## src/rtl/campo_asteroides_if.sv

```systemverilog
// Handshake and read-port bundle for the asteroid field.
//   spawn_*   : request to place a new asteroid in the lowest free slot
//   destroi_* : shot-hit request that destroys one slot
//   le_*      : combinational slot read port for the renderer / control unit
// The master modport belongs to the control side and the slave modport to campo_asteroides.
interface campo_asteroides_if #(
    parameter int unsigned ADDR_W = 4,
    parameter int unsigned COOR_W = 4
);
    logic              spawn_valid;
    logic              spawn_ready;
    logic [COOR_W-1:0] spawn_x;
    logic [COOR_W-1:0] spawn_y;
    logic [1:0]        spawn_opcode;

    logic              destroi_valid;
    logic              destroi_ready;
    logic [ADDR_W-1:0] destroi_addr;

    logic [ADDR_W-1:0] le_addr;
    logic [COOR_W-1:0] le_x;
    logic [COOR_W-1:0] le_y;
    logic [1:0]        le_opcode;
    logic              le_loaded;
    logic              le_destruido;

    modport master (
        output spawn_valid, spawn_x, spawn_y, spawn_opcode,
        output destroi_valid, destroi_addr, le_addr,
        input  spawn_ready, destroi_ready,
        input  le_x, le_y, le_opcode, le_loaded, le_destruido
    );

    modport slave (
        input  spawn_valid, spawn_x, spawn_y, spawn_opcode,
        input  destroi_valid, destroi_addr, le_addr,
        output spawn_ready, destroi_ready,
        output le_x, le_y, le_opcode, le_loaded, le_destruido
    );
endinterface

```

## src/rtl/campo_asteroides.sv

```systemverilog
// Asteroid field: N_ASTE-slot table plus a sweep FSM that moves every loaded asteroid one step
// per `iniciar` pulse and checks it against the ship position.
//   clock, reset_n      : clock and synchronous active-low reset
//   iniciar             : sweep start pulse (accepted only when idle)
//   nave_x, nave_y      : ship position, used during the sweep
//   bus                 : spawn / destroy handshakes and the combinational slot read port
//   pronto              : one-cycle pulse when a sweep completes
//   ocupado             : high whenever the FSM is not idle
//   colisao             : any collision seen in the last completed sweep
//   colisao_count       : saturating collision total since reset
//   ativos              : number of loaded slots
module campo_asteroides #(
    parameter int unsigned N_ASTE = 16,
    parameter int unsigned ADDR_W = 4,
    parameter int unsigned COOR_W = 4,
    parameter int unsigned CNT_W  = 8
) (
    input  logic                clock,
    input  logic                reset_n,
    input  logic                iniciar,
    input  logic [COOR_W-1:0]   nave_x,
    input  logic [COOR_W-1:0]   nave_y,
    campo_asteroides_if.slave   bus,
    output logic                pronto,
    output logic                ocupado,
    output logic                colisao,
    output logic [CNT_W-1:0]    colisao_count,
    output logic [ADDR_W:0]     ativos
);
    typedef enum logic [1:0] {StOcioso, StLe, StAtualiza, StFim} state_e;

    state_e            state_q, state_d;
    logic [ADDR_W-1:0] idx_q, idx_d;
    logic [COOR_W-1:0] cur_x_q, cur_x_d, cur_y_q, cur_y_d;
    logic [1:0]        cur_op_q, cur_op_d;
    logic              cur_ld_q, cur_ld_d;
    logic              pronto_q, pronto_d;
    logic              colisao_q, colisao_d;
    logic [CNT_W-1:0]  count_q, count_d;
    logic [ADDR_W:0]   ativos_q, ativos_d;

    logic [COOR_W-1:0] tab_x_q [N_ASTE];
    logic [COOR_W-1:0] tab_x_d [N_ASTE];
    logic [COOR_W-1:0] tab_y_q [N_ASTE];
    logic [COOR_W-1:0] tab_y_d [N_ASTE];
    logic [1:0]        tab_op_q [N_ASTE];
    logic [1:0]        tab_op_d [N_ASTE];
    logic              tab_ld_q [N_ASTE];
    logic              tab_ld_d [N_ASTE];
    logic              tab_de_q [N_ASTE];
    logic              tab_de_d [N_ASTE];

    logic              free_found;
    logic [ADDR_W-1:0] free_idx;
    logic              accept, spawn_fire, destroi_fire;
    logic [COOR_W:0]   nx, ny;
    logic              sai, hit;

    // Lowest-index free slot.
    always_comb begin
        free_found = 1'b0;
        free_idx   = '0;
        for (int unsigned i = 0; i < N_ASTE; i++) begin
            if (!tab_ld_q[i] && !free_found) begin
                free_found = 1'b1;
                free_idx   = ADDR_W'(i);
            end
        end
    end

    assign accept            = (state_q == StOcioso) && !iniciar;
    assign bus.spawn_ready   = accept && free_found;
    assign bus.destroi_ready = accept;
    assign spawn_fire        = bus.spawn_valid && bus.spawn_ready;
    assign destroi_fire      = bus.destroi_valid && bus.destroi_ready;

    // One extra bit so leaving the field shows up as a carry/borrow in the MSB.
    always_comb begin
        nx = {1'b0, cur_x_q};
        ny = {1'b0, cur_y_q};
        unique case (cur_op_q)
            2'b00: nx = {1'b0, cur_x_q} + (COOR_W+1)'(1);
            2'b01: nx = {1'b0, cur_x_q} - (COOR_W+1)'(1);
            2'b10: ny = {1'b0, cur_y_q} + (COOR_W+1)'(1);
            default: ny = {1'b0, cur_y_q} - (COOR_W+1)'(1);
        endcase
    end

    assign sai = nx[COOR_W] || ny[COOR_W];
    assign hit = cur_ld_q &&
                 (((cur_x_q == nave_x) && (cur_y_q == nave_y)) ||
                  (!sai && (nx[COOR_W-1:0] == nave_x) && (ny[COOR_W-1:0] == nave_y)));

    always_comb begin
        state_d   = state_q;
        idx_d     = idx_q;
        cur_x_d   = cur_x_q;
        cur_y_d   = cur_y_q;
        cur_op_d  = cur_op_q;
        cur_ld_d  = cur_ld_q;
        pronto_d  = 1'b0;
        colisao_d = colisao_q;
        count_d   = count_q;
        ativos_d  = ativos_q;
        tab_x_d   = tab_x_q;
        tab_y_d   = tab_y_q;
        tab_op_d  = tab_op_q;
        tab_ld_d  = tab_ld_q;
        tab_de_d  = tab_de_q;

        unique case (state_q)
            StOcioso: begin
                if (iniciar) begin
                    state_d   = StLe;
                    idx_d     = '0;
                    colisao_d = 1'b0;
                end
                if (spawn_fire) begin
                    tab_x_d[free_idx]  = bus.spawn_x;
                    tab_y_d[free_idx]  = bus.spawn_y;
                    tab_op_d[free_idx] = bus.spawn_opcode;
                    tab_ld_d[free_idx] = 1'b1;
                    tab_de_d[free_idx] = 1'b0;
                    ativos_d           = ativos_d + (ADDR_W+1)'(1);
                end
                // Checks the pre-edge flag, so a simultaneous spawn target is never hit.
                if (destroi_fire && tab_ld_q[bus.destroi_addr]) begin
                    tab_ld_d[bus.destroi_addr] = 1'b0;
                    tab_de_d[bus.destroi_addr] = 1'b1;
                    ativos_d                   = ativos_d - (ADDR_W+1)'(1);
                end
            end
            StLe: begin
                cur_x_d  = tab_x_q[idx_q];
                cur_y_d  = tab_y_q[idx_q];
                cur_op_d = tab_op_q[idx_q];
                cur_ld_d = tab_ld_q[idx_q];
                state_d  = StAtualiza;
            end
            StAtualiza: begin
                if (cur_ld_q) begin
                    if (!sai) begin
                        tab_x_d[idx_q] = nx[COOR_W-1:0];
                        tab_y_d[idx_q] = ny[COOR_W-1:0];
                    end
                    if (hit) begin
                        tab_ld_d[idx_q] = 1'b0;
                        tab_de_d[idx_q] = 1'b1;
                        colisao_d       = 1'b1;
                        ativos_d        = ativos_q - (ADDR_W+1)'(1);
                        if (count_q != '1) begin
                            count_d = count_q + CNT_W'(1);
                        end
                    end else if (sai) begin
                        tab_ld_d[idx_q] = 1'b0;
                        ativos_d        = ativos_q - (ADDR_W+1)'(1);
                    end
                end
                if (idx_q == ADDR_W'(N_ASTE - 1)) begin
                    state_d = StFim;
                end else begin
                    idx_d   = idx_q + ADDR_W'(1);
                    state_d = StLe;
                end
            end
            StFim: begin
                state_d  = StOcioso;
                pronto_d = 1'b1;
            end
            default: state_d = StOcioso;
        endcase
    end

    always_ff @(posedge clock) begin
        if (!reset_n) begin
            state_q   <= StOcioso;
            idx_q     <= '0;
            cur_x_q   <= '0;
            cur_y_q   <= '0;
            cur_op_q  <= '0;
            cur_ld_q  <= 1'b0;
            pronto_q  <= 1'b0;
            colisao_q <= 1'b0;
            count_q   <= '0;
            ativos_q  <= '0;
            tab_x_q   <= '{default: '0};
            tab_y_q   <= '{default: '0};
            tab_op_q  <= '{default: '0};
            tab_ld_q  <= '{default: 1'b0};
            tab_de_q  <= '{default: 1'b0};
        end else begin
            state_q   <= state_d;
            idx_q     <= idx_d;
            cur_x_q   <= cur_x_d;
            cur_y_q   <= cur_y_d;
            cur_op_q  <= cur_op_d;
            cur_ld_q  <= cur_ld_d;
            pronto_q  <= pronto_d;
            colisao_q <= colisao_d;
            count_q   <= count_d;
            ativos_q  <= ativos_d;
            tab_x_q   <= tab_x_d;
            tab_y_q   <= tab_y_d;
            tab_op_q  <= tab_op_d;
            tab_ld_q  <= tab_ld_d;
            tab_de_q  <= tab_de_d;
        end
    end

    assign bus.le_x         = tab_x_q[bus.le_addr];
    assign bus.le_y         = tab_y_q[bus.le_addr];
    assign bus.le_opcode    = tab_op_q[bus.le_addr];
    assign bus.le_loaded    = tab_ld_q[bus.le_addr];
    assign bus.le_destruido = tab_de_q[bus.le_addr];

    assign pronto        = pronto_q;
    assign ocupado       = (state_q != StOcioso);
    assign colisao       = colisao_q;
    assign colisao_count = count_q;
    assign ativos        = ativos_q;
endmodule

```

## src/flat_wrapper.sv

```systemverilog
// flat-port wrapper written by rule: the top's interface ports become plain ports
module campo_asteroides_flat 
#(
    parameter int unsigned N_ASTE = 16,
    parameter int unsigned ADDR_W = 4,
    parameter int unsigned COOR_W = 4,
    parameter int unsigned CNT_W  = 8
)
  (clock, reset_n, iniciar, nave_x, nave_y, pronto, ocupado, colisao, colisao_count, ativos, bus_spawn_valid, bus_spawn_x, bus_spawn_y, bus_spawn_opcode, bus_destroi_valid, bus_destroi_addr, bus_le_addr, bus_spawn_ready, bus_destroi_ready, bus_le_x, bus_le_y, bus_le_opcode, bus_le_loaded, bus_le_destruido);
  campo_asteroides_if #(.ADDR_W(ADDR_W), .COOR_W(COOR_W)) bus_i ();
  input  logic clock;
  input  logic reset_n;
  input  logic iniciar;
  input  logic [COOR_W-1:0] nave_x;
  input  logic [COOR_W-1:0] nave_y;
  output logic pronto;
  output logic ocupado;
  output logic colisao;
  output logic [CNT_W-1:0] colisao_count;
  output logic [ADDR_W:0] ativos;
  input wire logic [$bits(bus_i.spawn_valid)-1:0] bus_spawn_valid;
  input wire logic [$bits(bus_i.spawn_x)-1:0] bus_spawn_x;
  input wire logic [$bits(bus_i.spawn_y)-1:0] bus_spawn_y;
  input wire logic [$bits(bus_i.spawn_opcode)-1:0] bus_spawn_opcode;
  input wire logic [$bits(bus_i.destroi_valid)-1:0] bus_destroi_valid;
  input wire logic [$bits(bus_i.destroi_addr)-1:0] bus_destroi_addr;
  input wire logic [$bits(bus_i.le_addr)-1:0] bus_le_addr;
  output wire logic [$bits(bus_i.spawn_ready)-1:0] bus_spawn_ready;
  output wire logic [$bits(bus_i.destroi_ready)-1:0] bus_destroi_ready;
  output wire logic [$bits(bus_i.le_x)-1:0] bus_le_x;
  output wire logic [$bits(bus_i.le_y)-1:0] bus_le_y;
  output wire logic [$bits(bus_i.le_opcode)-1:0] bus_le_opcode;
  output wire logic [$bits(bus_i.le_loaded)-1:0] bus_le_loaded;
  output wire logic [$bits(bus_i.le_destruido)-1:0] bus_le_destruido;
  assign bus_i.spawn_valid = bus_spawn_valid;
  assign bus_i.spawn_x = bus_spawn_x;
  assign bus_i.spawn_y = bus_spawn_y;
  assign bus_i.spawn_opcode = bus_spawn_opcode;
  assign bus_i.destroi_valid = bus_destroi_valid;
  assign bus_i.destroi_addr = bus_destroi_addr;
  assign bus_i.le_addr = bus_le_addr;
  assign bus_spawn_ready = bus_i.spawn_ready;
  assign bus_destroi_ready = bus_i.destroi_ready;
  assign bus_le_x = bus_i.le_x;
  assign bus_le_y = bus_i.le_y;
  assign bus_le_opcode = bus_i.le_opcode;
  assign bus_le_loaded = bus_i.le_loaded;
  assign bus_le_destruido = bus_i.le_destruido;
  campo_asteroides #(.N_ASTE(N_ASTE), .ADDR_W(ADDR_W), .COOR_W(COOR_W), .CNT_W(CNT_W)) u_core (.clock(clock), .reset_n(reset_n), .iniciar(iniciar), .nave_x(nave_x), .nave_y(nave_y), .bus(bus_i), .pronto(pronto), .ocupado(ocupado), .colisao(colisao), .colisao_count(colisao_count), .ativos(ativos));
endmodule
```

## config.mk

```make
export PLATFORM = sky130hd
export DESIGN_NAME = campo_asteroides_flat
export DESIGN_NICKNAME = d
export VERILOG_FILES = /design/src/rtl/campo_asteroides_if.sv /design/src/rtl/campo_asteroides.sv /design/src/flat_wrapper.sv
export SDC_FILE = /design/constraint.sdc
export NUM_CORES = 1
export LEC_CHECK = 0
export BUFFER_PORTS_ARGS = -buffer_cell sky130_fd_sc_hd__clkbuf_2
export CORE_MARGIN = 5
export CORE_UTILIZATION = 45
export DETAILED_ROUTE_END_ITERATION = 12
export RECOVER_POWER = 50
export SYNTH_ARGS = -nofsm -noshare
export SYNTH_HDL_FRONTEND = slang
export SYNTH_SLANG_ARGS = --single-unit
```

## constraint.sdc

```tcl
create_clock -name clock -period 3.1 [get_ports clock]
set_input_delay 0.62 -clock clock [delete_from_list [all_inputs] [get_ports clock]]
set_output_delay 0.62 -clock clock [all_outputs]
set_load 0.02 [all_outputs]
```

==> results of run 1 <==
-- metal layers --
| layer | up-vias | routed length (µm) |
|---|---|---|
| met1 | 6490 | 19800 |
| met2 | 565 | 22300 |
| li1 | 5750 | - |
| met3 | 103 | 3430 |
| met4 | 0 | 1220 |
| met5 | - | 0 |
-- kinds of logic (layout without fill, tap and decap cells) --
group	count (synthesis)	count (layout)
adder cells (fa/ha/maj)	16	16
flip-flops	224	224
AO/OA/AOI/OAI	449	450
XOR/XNOR	20	20
buffers and inverters	174	267
AND/OR/NAND/NOR	381	381
multiplexers	148	148
-- worst register-to-register path: stages, from the launching register on --
cell      delay, ns
dfxtp_2        0.33
nor2b_4        0.15
fa_2           0.37
xor2_2         0.17
xor2_1         0.14
or4_1          0.39
a2111o_2       0.55
o311ai_4       0.36
nand2_2        0.11
buf_12         0.16
buf_2          0.17
o22ai_1        0.18
-- synthesized netlist by cell type (13+ instances only) --
master	n
dfxtp_1	224
nand2_1	150
mux4_2	118
o211a_1	111
o221ai_1	111
clkbuf_1	109
a21oi_1	79
nor2_1	75
o21ai_0	45
nand3_1	30
mux2i_1	25
buf_1	21
inv_1	21
nand2b_1	21
nor3_1	20
o22ai_1	20
buf_2	18
ha_1	14
o21a_1	14
o221a_1	13
-- timing repair --
item                                    in CTS  in global routing
pin swaps                                    4                 20
buffers inserted                             3                 20
cloned                                       1                  1
resized for setup                           26                 29
endpoints found under the setup margin     151                 86
endpoints found under the hold margin        0                  0
-- state kept, by name, indices dropped and copies added, names as in the netlist --
name	cells
u_core.tab_x_q	64
u_core.tab_y_q	64
u_core.tab_op_q	32
u_core.tab_de_q	16
u_core.tab_ld_q	16
u_core.colisao_count	8
u_core.ativos	5
u_core.cur_x_q	4
u_core.cur_y_q	4
u_core.idx_q	4
u_core.cur_op_q	2
u_core.state_q	2
u_core.colisao	1
u_core.cur_ld_q	1
u_core.pronto	1
-- report_power, final --
group          switching, mW  internal (mW)  leakage [nW]
clock network           1.27           1.79         0.403
logic                  0.545          0.319          4.73
registers             0.0432           2.93          1.81
total                   1.85           5.04          6.94
-- layout make-up --
cell class / instances / area share [%]
Tap cell: 396 / 2.99
Timing Repair Buffer: 202 / 9.62
Sequential cell: 224 / 27.1
Inverter: 23 / 0.521
Clock inverter: 12 / 0.875
Multi-Input combinational cell: 1015 / 54.9
Clock buffer: 30 / 4.07
-- final timing paths --
path / start / end / slack [ns] / depth (start not counted)
worst max-delay path: u_core.cur_op_q[0] / u_core.tab_de_q[4] / -0.05 / 11
worst min-delay path: u_core.tab_de_q[2] / u_core.tab_de_q[2] / 0.46 / 2
worst max register to register: u_core.cur_op_q[0] / u_core.tab_de_q[4] / -0.05 / 11
worst min register to register: u_core.tab_de_q[2] / u_core.tab_de_q[2] / 0.46 / 2
-- metrics by stage --
| stage | worst slack (ns) | utilization, % | TNS (ns) | instances |
|---|---|---|---|---|
| after floorplan | 0.000943 | - | 0 | 1412 |
| after global placement | -0.162 | 49.8 | -7.78 | 1837 |
| after detailed placement | -0.240 | 49.8 | -12.61 | 1837 |
| after CTS | -0.0119 | 53.0 | -0.0119 | 1882 |
| after global routing | -0.132 | 54.2 | -2.24 | 1902 |
| final | -0.0467 | 54.2 | -0.269 | 1902 |
==> results_dict.tcl, run 1 <==
set metrics [dict create \
    hold_buffers 0 \
    setup.worst_path.class "flip-flop to flip-flop" \
    hp-class "flip-flop to flip-flop" \
    remaining_drc_errors 0 \
    fin_crit_sh_pct 102 \
    setup_violations 10 \
    finClkSkew_ns 0.0105 \
    die_h_um 186 \
    grt_antenna_before_repair 0 \
    rsz0062_at_grt "true" \
    cts_max_level 1 \
    final_cell_mix "dfxtp_1, nand2_1, mux4_2" \
    cp_slowest_cell "a2111o_2" \
    drt_iter0_markers 1234 \
    syn-cell-area_um2 13900 \
    clock_sinks 224 \
    numCtsBuffers 25 \
    path_max_fanout 6 \
    synthCells 1412 \
    die-area_um2 34600 \
    yosysUniqueCellTypes 74 \
    grtUsageMet3_pct 3.09 \
    cp_data_arrival_time_ns 3.61 \
    grt_max_degree 149 \
    synth_simple_gate_area_share_pct 13.1 \
    clk_pin_slew_ns 0.06 \
    clockBufferDepth 3 \
    synth_mux_area_share_pct 21.4 \
    finalHoldViolCount 0 \
    cp_top_family "compound AO/OA/AOI/OAI gates" \
    final_cell_area_um2 16600 \
    path_cells "nor2b_4 -> fa_2 -> xor2_2 -> xor2_1 -> or4_1 -> a2111o_2 -> o311ai_4 -> nand2_2 -> buf_12 -> buf_2 -> o22ai_1" \
    cts-root-buf "clkbuf_16" \
    tritoncts "built" \
    max_slew_margin_pct 23.1 \
    fmax_mhz 318 \
    finalMaxSlewViolations 0 \
    core-area_um2 30600 \
    placed_area_um2 15200 \
    synth_seq_area_share_pct 32.2 \
    status "finished, violations left" \
    fin_crit_ns 3.15 \
    crit_buf_inv 2 \
    io_buffers 60 \
    wl_per_cell_um 24.6 \
    final_layout_size_suffix_gt1_share_pct 26.6 \
    ff_latch_area_um2 4490 \
    grtUsageMet1_pct 37.5 \
    synth_compound_area_share_pct 25.6 \
    synth_top_family_by_area "compound AO/OA/AOI/OAI gates" \
    synth_top_area_share_pct 32.2 \
    synth_area_leader_cell "dfxtp_1" \
    power_mw 6.89 \
    grt_pass1_wl_um 72900 \
    dp_hpwl_um 33300 \
    insertion_delay_ns 0.54 \
    p_per_area_nw_per_um2 416 \
    diodes 0 \
    num-fill-cells 2743 \
    gp_congestion 0.948 \
    yosys_most_used_dff "dfxtp_1" \
    yosysWarnings 0 \
    syn_nets 1459 \
    nets 1538 \
    multi_input_area_um2 9100 \
    synth_area_leaders "dfxtp_1, mux4_2, o211a_1, o221ai_1, nand2_1" \
    async_reset_ff_share_pct 0 \
    grt-ovfl-total 0 \
    synth_edf_count 0 \
    ant_nets 0 \
    syn_area_per_cell_um2 9.87 \
    endpoint_kind "flip-flop" \
    max_stage_delay_ns 0.55 \
    die_x_um 186 \
    synth_seq_cells 224 \
    max_cap_violations 0 \
    track_usage_pct 26.6 \
    final_common_cell "dfxtp_1" \
    vias 12908 \
    violations "setup timing" \
    holdWs_ns 0.462 \
    cp-start-kind "flip-flop" \
    grt_pass1_vias 12450 \
    p_leak_nw 6.94 \
    rows 64 \
    synthAdderAreaFrac_pct 1.54 \
    synth_xor_area_share_pct 1.26 \
    wirelength_um 46800 \
    worstPathRequired_ns 3.56 \
    timing.final.ws_setup_ns -0.0467 \
    vdd_drop_max_uv 345 \
    grt_busiest_layer "met2" \
    io_pins 61 \
    area_delta_synth_final_pct 18.9 \
    viasPerCell 6.79 \
    gr-usage-met2_pct 43.7 \
    tightest_slew_ns 1.15 \
    firstDrtPassIters 6 \
    start_util_pct 45.6 \
]
No activity file was read; power rests on OpenSTA's default activity.
==> inputs of run 2 (changes only) <==
CORE_UTILIZATION = 23   (was 45)
==> run 2 against run 1 <==
Compared with the run above:
- the flow finishes with violations (capacitance limit, slew limit)
- sequential cell count stayed put
- first-iteration DRC count increased by 6.3%
- combinational power fell by 2%
- clock power increased by 6%
- clock skew up 0.0019 ns
- critical endpoint is now u_core.ativos[2]
- largest power group unchanged
- highest routed layer unchanged
==> results_dict.tcl, run 2 (synthesis results as in run 1) <==
set metrics [dict create \
    status "finished, violations left" \
    violations "capacitance limit, slew limit" \
    track_usage_pct 14.4 \
    highest_layer "met4" \
    die-area_um2 65600 \
    wl_met1_um 20400 \
    rsz0062_at_grt "true" \
    finalMaxSlewViolations 139 \
    r2r_slack_ns 0.009 \
    area_delta_synth_final_pct 23.8 \
    nets 1564 \
    viasPerCell 5.64 \
    remaining_drc_errors 0 \
    cts-root-buf "clkbuf_16" \
    wl_per_cell_um 21.6 \
    top_regs "u_core.tab_x_q (64), u_core.tab_y_q (64), u_core.tab_op_q (32)" \
    final_layout_size_suffix_gt1_share_pct 28.4 \
    fin_crit_ns 3.09 \
    start_util_pct 23.1 \
    tightest_slew_ns 1.60 \
    firstDrtPassIters 6 \
    rows 90 \
    core-area_um2 60200 \
    holdWs_ns 0.459 \
    dp_cells 2254 \
    timing.rr.end "u_core.ativos[2]" \
    vdd_drop_max_uv 362 \
    io_pins 61 \
    finalHoldViolCount 0 \
    path_max_fanout 4 \
    num-fill-cells 6188 \
    insertion_delay_ns 0.56 \
    wl_met2_um 24200 \
    clk_pin_slew_ns 0.06 \
    clockBufferDepth 3 \
    die_h_um 256 \
    hold_depth 2 \
    wl_met3_um 3800 \
    vias 13078 \
    gp_congestion 0.893 \
    preCtsSetupSlack_ns -0.218 \
    final_common_cell "dfxtp_1" \
    dp_hpwl_um 36400 \
    setup_violations 0 \
    max_slew_margin_pct -6.52 \
    timing.final.ws_setup_ns 0.00914 \
    final_cell_mix "dfxtp_1, nand2_1, buf_4" \
    cts_max_level 1 \
    drt_iter0_markers 1312 \
    setup.worst_path.class "flip-flop to flip-flop" \
    endpoint_kind "flip-flop" \
    hp-class "flip-flop to flip-flop" \
    worstReg2RegStart "u_core.cur_op_q[0]" \
    ant_nets 0 \
    min_from "u_core.tab_de_q[15]" \
    grt-ovfl-total 0 \
    tritoncts "built" \
    die_x_um 256 \
    diodes 0 \
    grt_pass1_vias 12920 \
    fmax_mhz 324 \
    wirelength_um 50000 \
    cp-start-kind "flip-flop" \
    max_cap_violations 1 \
    io_buffers 60 \
    cp_data_arrival_time_ns 3.57 \
    finClkSkew_ns 0.0123 \
    final_cells 2319 \
    clock_sinks 224 \
    worstPathRequired_ns 3.58 \
    grt_pass1_wl_um 77100 \
    final_core_utilization_pct 28.7 \
    p_per_area_nw_per_um2 408 \
    p_leak_nw 7.04 \
    numCtsBuffers 27 \
    r2r_cells 9 \
    grt_max_degree 139 \
    fin_crit_sh_pct 99.7 \
    holdPathEnd "u_core.tab_de_q[15]" \
    grt_antenna_before_repair 0 \
]
run 2: cell types whose count changed in the layout (fill, tap and decap cells not counted), moves of 4 or more:
cell,before,now
buf_4,115,130
clkbuf_2,42,48
clkbuf_4,1,7
nor3_2,4,10
buf_12,20,15
clkbuf_16,25,29
run 2: repair_timing:
item / CTS / global route
setup buffers: 3 / 12
cloned: 0 / 1
resized for setup: 38 / 21
hold buffers: 0 / 0
endpoints found under the setup margin: 161 / 157
pin swaps: 8 / 8
run 2: layout make-up:
cell class,instances,area [µm²],share of cell area [%]
Timing Repair Buffer,227,1770,10.3
Tap cell,782,978,5.67
Clock buffer,35,756,4.38
Sequential cell,224,4490,26.0
Inverter,23,90.1,0.522
Multi-Input combinational cell,1014,9040,52.4
Clock inverter,14,134,0.775
run 2: power breakdown:
group	internal, mW	switching [mW]
logic	0.308	0.541
registers	2.93	0.0453
clock network	1.89	1.34
total	5.12	1.93
run 2: metal layers:
metal / vias to the layer above / track usage [%]
li1: 5800 / -
met1: 6569 / 18.9
met2: 605 / 24.3
met3: 104 / 2.27
met4: 0 / 4.87
met5: - / 0
run 2: how the worst max path moves through the flow:
stage,startpoint,endpoint,slack (ns),cells past startpoint
global route,u_core.cur_op_q[0],u_core.tab_x_q[0],-0.09,14
CTS,u_core.cur_op_q[0],u_core.colisao_count[0],-0.09,9
floorplan,u_core.cur_op_q[1],u_core.ativos[2],0.0009,9
finish,u_core.cur_op_q[0],u_core.ativos[2],0.009,9
global placement,u_core.cur_op_q[1],u_core.tab_de_q[14],-0.15,11
detailed placement,u_core.cur_op_q[1],u_core.tab_de_q[6],-0.22,11
run 2: worst max-delay path, cell delays in order (launching register included):
cell      delay, ns
dfxtp_2        0.32
nor2b_4        0.14
fa_2           0.37
xor2_2         0.17
xor2_1         0.13
or4_1          0.40
a2111o_1       0.48
o311a_1        0.37
or4_1          0.49
a21oi_1        0.14
run 2: stage by stage:
| stage | TNS [ns] | instance area [µm²] | total power [mW] |
|---|---|---|---|
| after floorplan | 0 | 14000 | 3.54 |
| after global placement | -3.41 | 16000 | 3.82 |
| after detailed placement | -16.10 | 16000 | 3.84 |
| after CTS | -0.302 | 17100 | 7.08 |
| after global routing | -1.40 | 17300 | 7.30 |
| final | 0 | 17300 | 7.05 |
==> inputs of run 3 (changes only) <==
RECOVER_POWER = 100   (was 50)
==> run 3 against run 2 <==
Compared with the run above:
- the flow still finishes with violations (capacitance limit, slew limit)
- first-iteration DRC count is 7.2% lower
- power is 0.18% higher
- final cell count did not move
- utilization shrank 0.060 points
- final area shrank 0.21%
- global-route usage is the same
- fmax fell by 0.10%
- critical path type unchanged
- largest cell class unchanged
- largest power group unchanged
- highest routed layer unchanged
==> results_dict.tcl, run 3 (synthesis results as in run 1) <==
set metrics [dict create \
    status "finished, violations left" \
    violations "capacitance limit, slew limit" \
    final_layout_size_suffix_gt1_share_pct 28.2 \
    p_seq_share_pct 42.1 \
    core-area_um2 60200 \
    io_pins 61 \
    holdPathEnd "u_core.tab_de_q[15]" \
    path_cells "nor2b_4 -> fa_2 -> xor2_2 -> xor2_1 -> or4_1 -> a2111o_1 -> o311a_1 -> or4_1 -> a21oi_1" \
    tightest_slew_ns 1.61 \
    cp_top_family "simple AND/OR/NAND/NOR gates" \
    die_x_um 256 \
    min_from "u_core.tab_de_q[15]" \
    track_usage_pct 14.4 \
    finClkSkew_ns 0.0118 \
    firstDrtPassIters 7 \
    holdWs_ns 0.459 \
    tritoncts "built" \
    viasPerCell 5.65 \
    placed_area_um2 16000 \
    power_mw 7.06 \
    num-fill-cells 6194 \
    p_leak_nw 7.02 \
    setup_violations 0 \
    numCtsBuffers 27 \
    cp-start-kind "flip-flop" \
    cts_max_level 1 \
    grt_antenna_before_repair 0 \
    worstPathRequired_ns 3.58 \
    endpoint_kind "flip-flop" \
    preCtsSetupSlack_ns -0.218 \
    die_h_um 256 \
    nets 1564 \
    vias 13101 \
    rows 90 \
    io_buffers 60 \
    max_slew_margin_pct -7.17 \
    hold_buffers 0 \
    power_frac_comb_pct 12.0 \
    remaining_drc_errors 0 \
    start_util_pct 23.1 \
    grt_pass1_vias 12920 \
    area_delta_synth_final_pct 23.6 \
    finalHoldViolCount 0 \
    grt-ovfl-total 0 \
    ant_nets 0 \
    rsz0062_at_grt "true" \
    final_common_cell "dfxtp_1" \
    final_cell_area_um2 17200 \
    fmax_mhz 323 \
    insertion_delay_ns 0.56 \
    fin_tns_setup_ns 0 \
    hp-class "flip-flop to flip-flop" \
    cts-root-buf "clkbuf_16" \
    timing.rr.end "u_core.ativos[2]" \
    netSwitchingPower_mw 1.94 \
    clockBufferDepth 3 \
    grt_max_degree 139 \
    timing.final.ws_setup_ns 0.00601 \
    grt_pass1_wl_um 77100 \
    gp_congestion 0.893 \
    clock_sinks 224 \
    clk_pin_slew_ns 0.06 \
    crit_buf_inv 0 \
    vdd_drop_max_uv 363 \
    final_cell_mix "dfxtp_1, nand2_1, buf_4" \
    max_stage_delay_ns 0.49 \
    crit_top_cell "or4_1" \
    diodes 0 \
    r2r_slack_ns 0.006 \
    path_max_fanout 4 \
    wl_per_cell_um 21.6 \
    fin_crit_ns 3.09 \
    die-area_um2 65600 \
    worstReg2RegStart "u_core.cur_op_q[0]" \
    max_cap_violations 1 \
    finalMaxSlewViolations 139 \
    wirelength_um 50100 \
    final_cells 2319 \
    internal-power_mw 5.12 \
    dp_hpwl_um 36400 \
    drt_iter0_markers 1218 \
    p_per_area_nw_per_um2 410 \
    r2r_cells 9 \
    final_core_utilization_pct 28.6 \
    dp_cells 2254 \
    hold_depth 2 \
    cp_data_arrival_time_ns 3.58 \
    setup.worst_path.class "flip-flop to flip-flop" \
    fin_crit_sh_pct 99.8 \
    clockPowerShare_pct 45.9 \
    cp_slowest_cell "or4_1" \
    top_regs "u_core.tab_x_q (64), u_core.tab_y_q (64), u_core.tab_op_q (32)" \
    netSwitchingFraction_pct 27.5 \
]
[run 3: cell count changes in the layout (fill, tap and decap cells not counted), sizes merged]
cell,before,now
clkbuf,111,117
buf,151,145
[run 3: how the worst max path moves through the flow]
stage | to | slack [ns] | startpoint | cells past startpoint
6_report | u_core.ativos[2] | 0.006 | u_core.cur_op_q[0] | 9
4_1_cts | u_core.colisao_count[0] | -0.09 | u_core.cur_op_q[0] | 9
2_1_floorplan | u_core.ativos[2] | 0.0009 | u_core.cur_op_q[1] | 9
3_3_place_gp | u_core.tab_de_q[14] | -0.15 | u_core.cur_op_q[1] | 11
5_1_grt | u_core.tab_x_q[0] | -0.09 | u_core.cur_op_q[0] | 14
3_5_place_dp | u_core.tab_de_q[6] | -0.22 | u_core.cur_op_q[1] | 11
[run 3: final cells by class]
class	instances	area (µm²)	area share [%]
Clock buffer	35	756	4.39
Timing Repair Buffer	227	1740	10.1
Inverter	23	90.1	0.523
Sequential cell	224	4490	26.1
Multi-Input combinational cell	1014	9040	52.5
Clock inverter	14	134	0.777
Tap cell	782	978	5.68
[run 3: power groups by stage]
| stage | Sequential, mW | Clock, mW | Combinational, mW |
|---|---|---|---|
| final | 2.97 | 3.24 | 0.848 |
| after floorplan | 3.03 | 0 | 0.516 |
| after detailed placement | 3.04 | 0 | 0.802 |
| after global routing | 2.98 | 3.42 | 0.907 |
| after CTS | 2.97 | 3.28 | 0.829 |
| after global placement | 3.03 | 0 | 0.790 |
[run 3: timing repair]
action                                  in CTS  in global routing
hold endpoints to repair                     0                  0
endpoints found under the setup margin     161                157
buffers inserted                             3                 12
gates resized for setup                     38                 21
gates cloned                                 0                  1
pin swaps                                    8                  8
[run 3: worst min-delay path: stages, from the launching register on]
cell     delay, ns
dfxtp_1       0.31
nand2_1       0.05
a21oi_1       0.05
[run 3: layer usage]
metal | track usage (%) | up-vias | part of all wire, %
met4 | 4.87 | 0 | 3.0
met3 | 2.27 | 97 | 7.8
met5 | 0 | - | 0
met2 | 24.3 | 609 | 49
li1 | - | 5795 | -
met1 | 18.9 | 6600 | 41
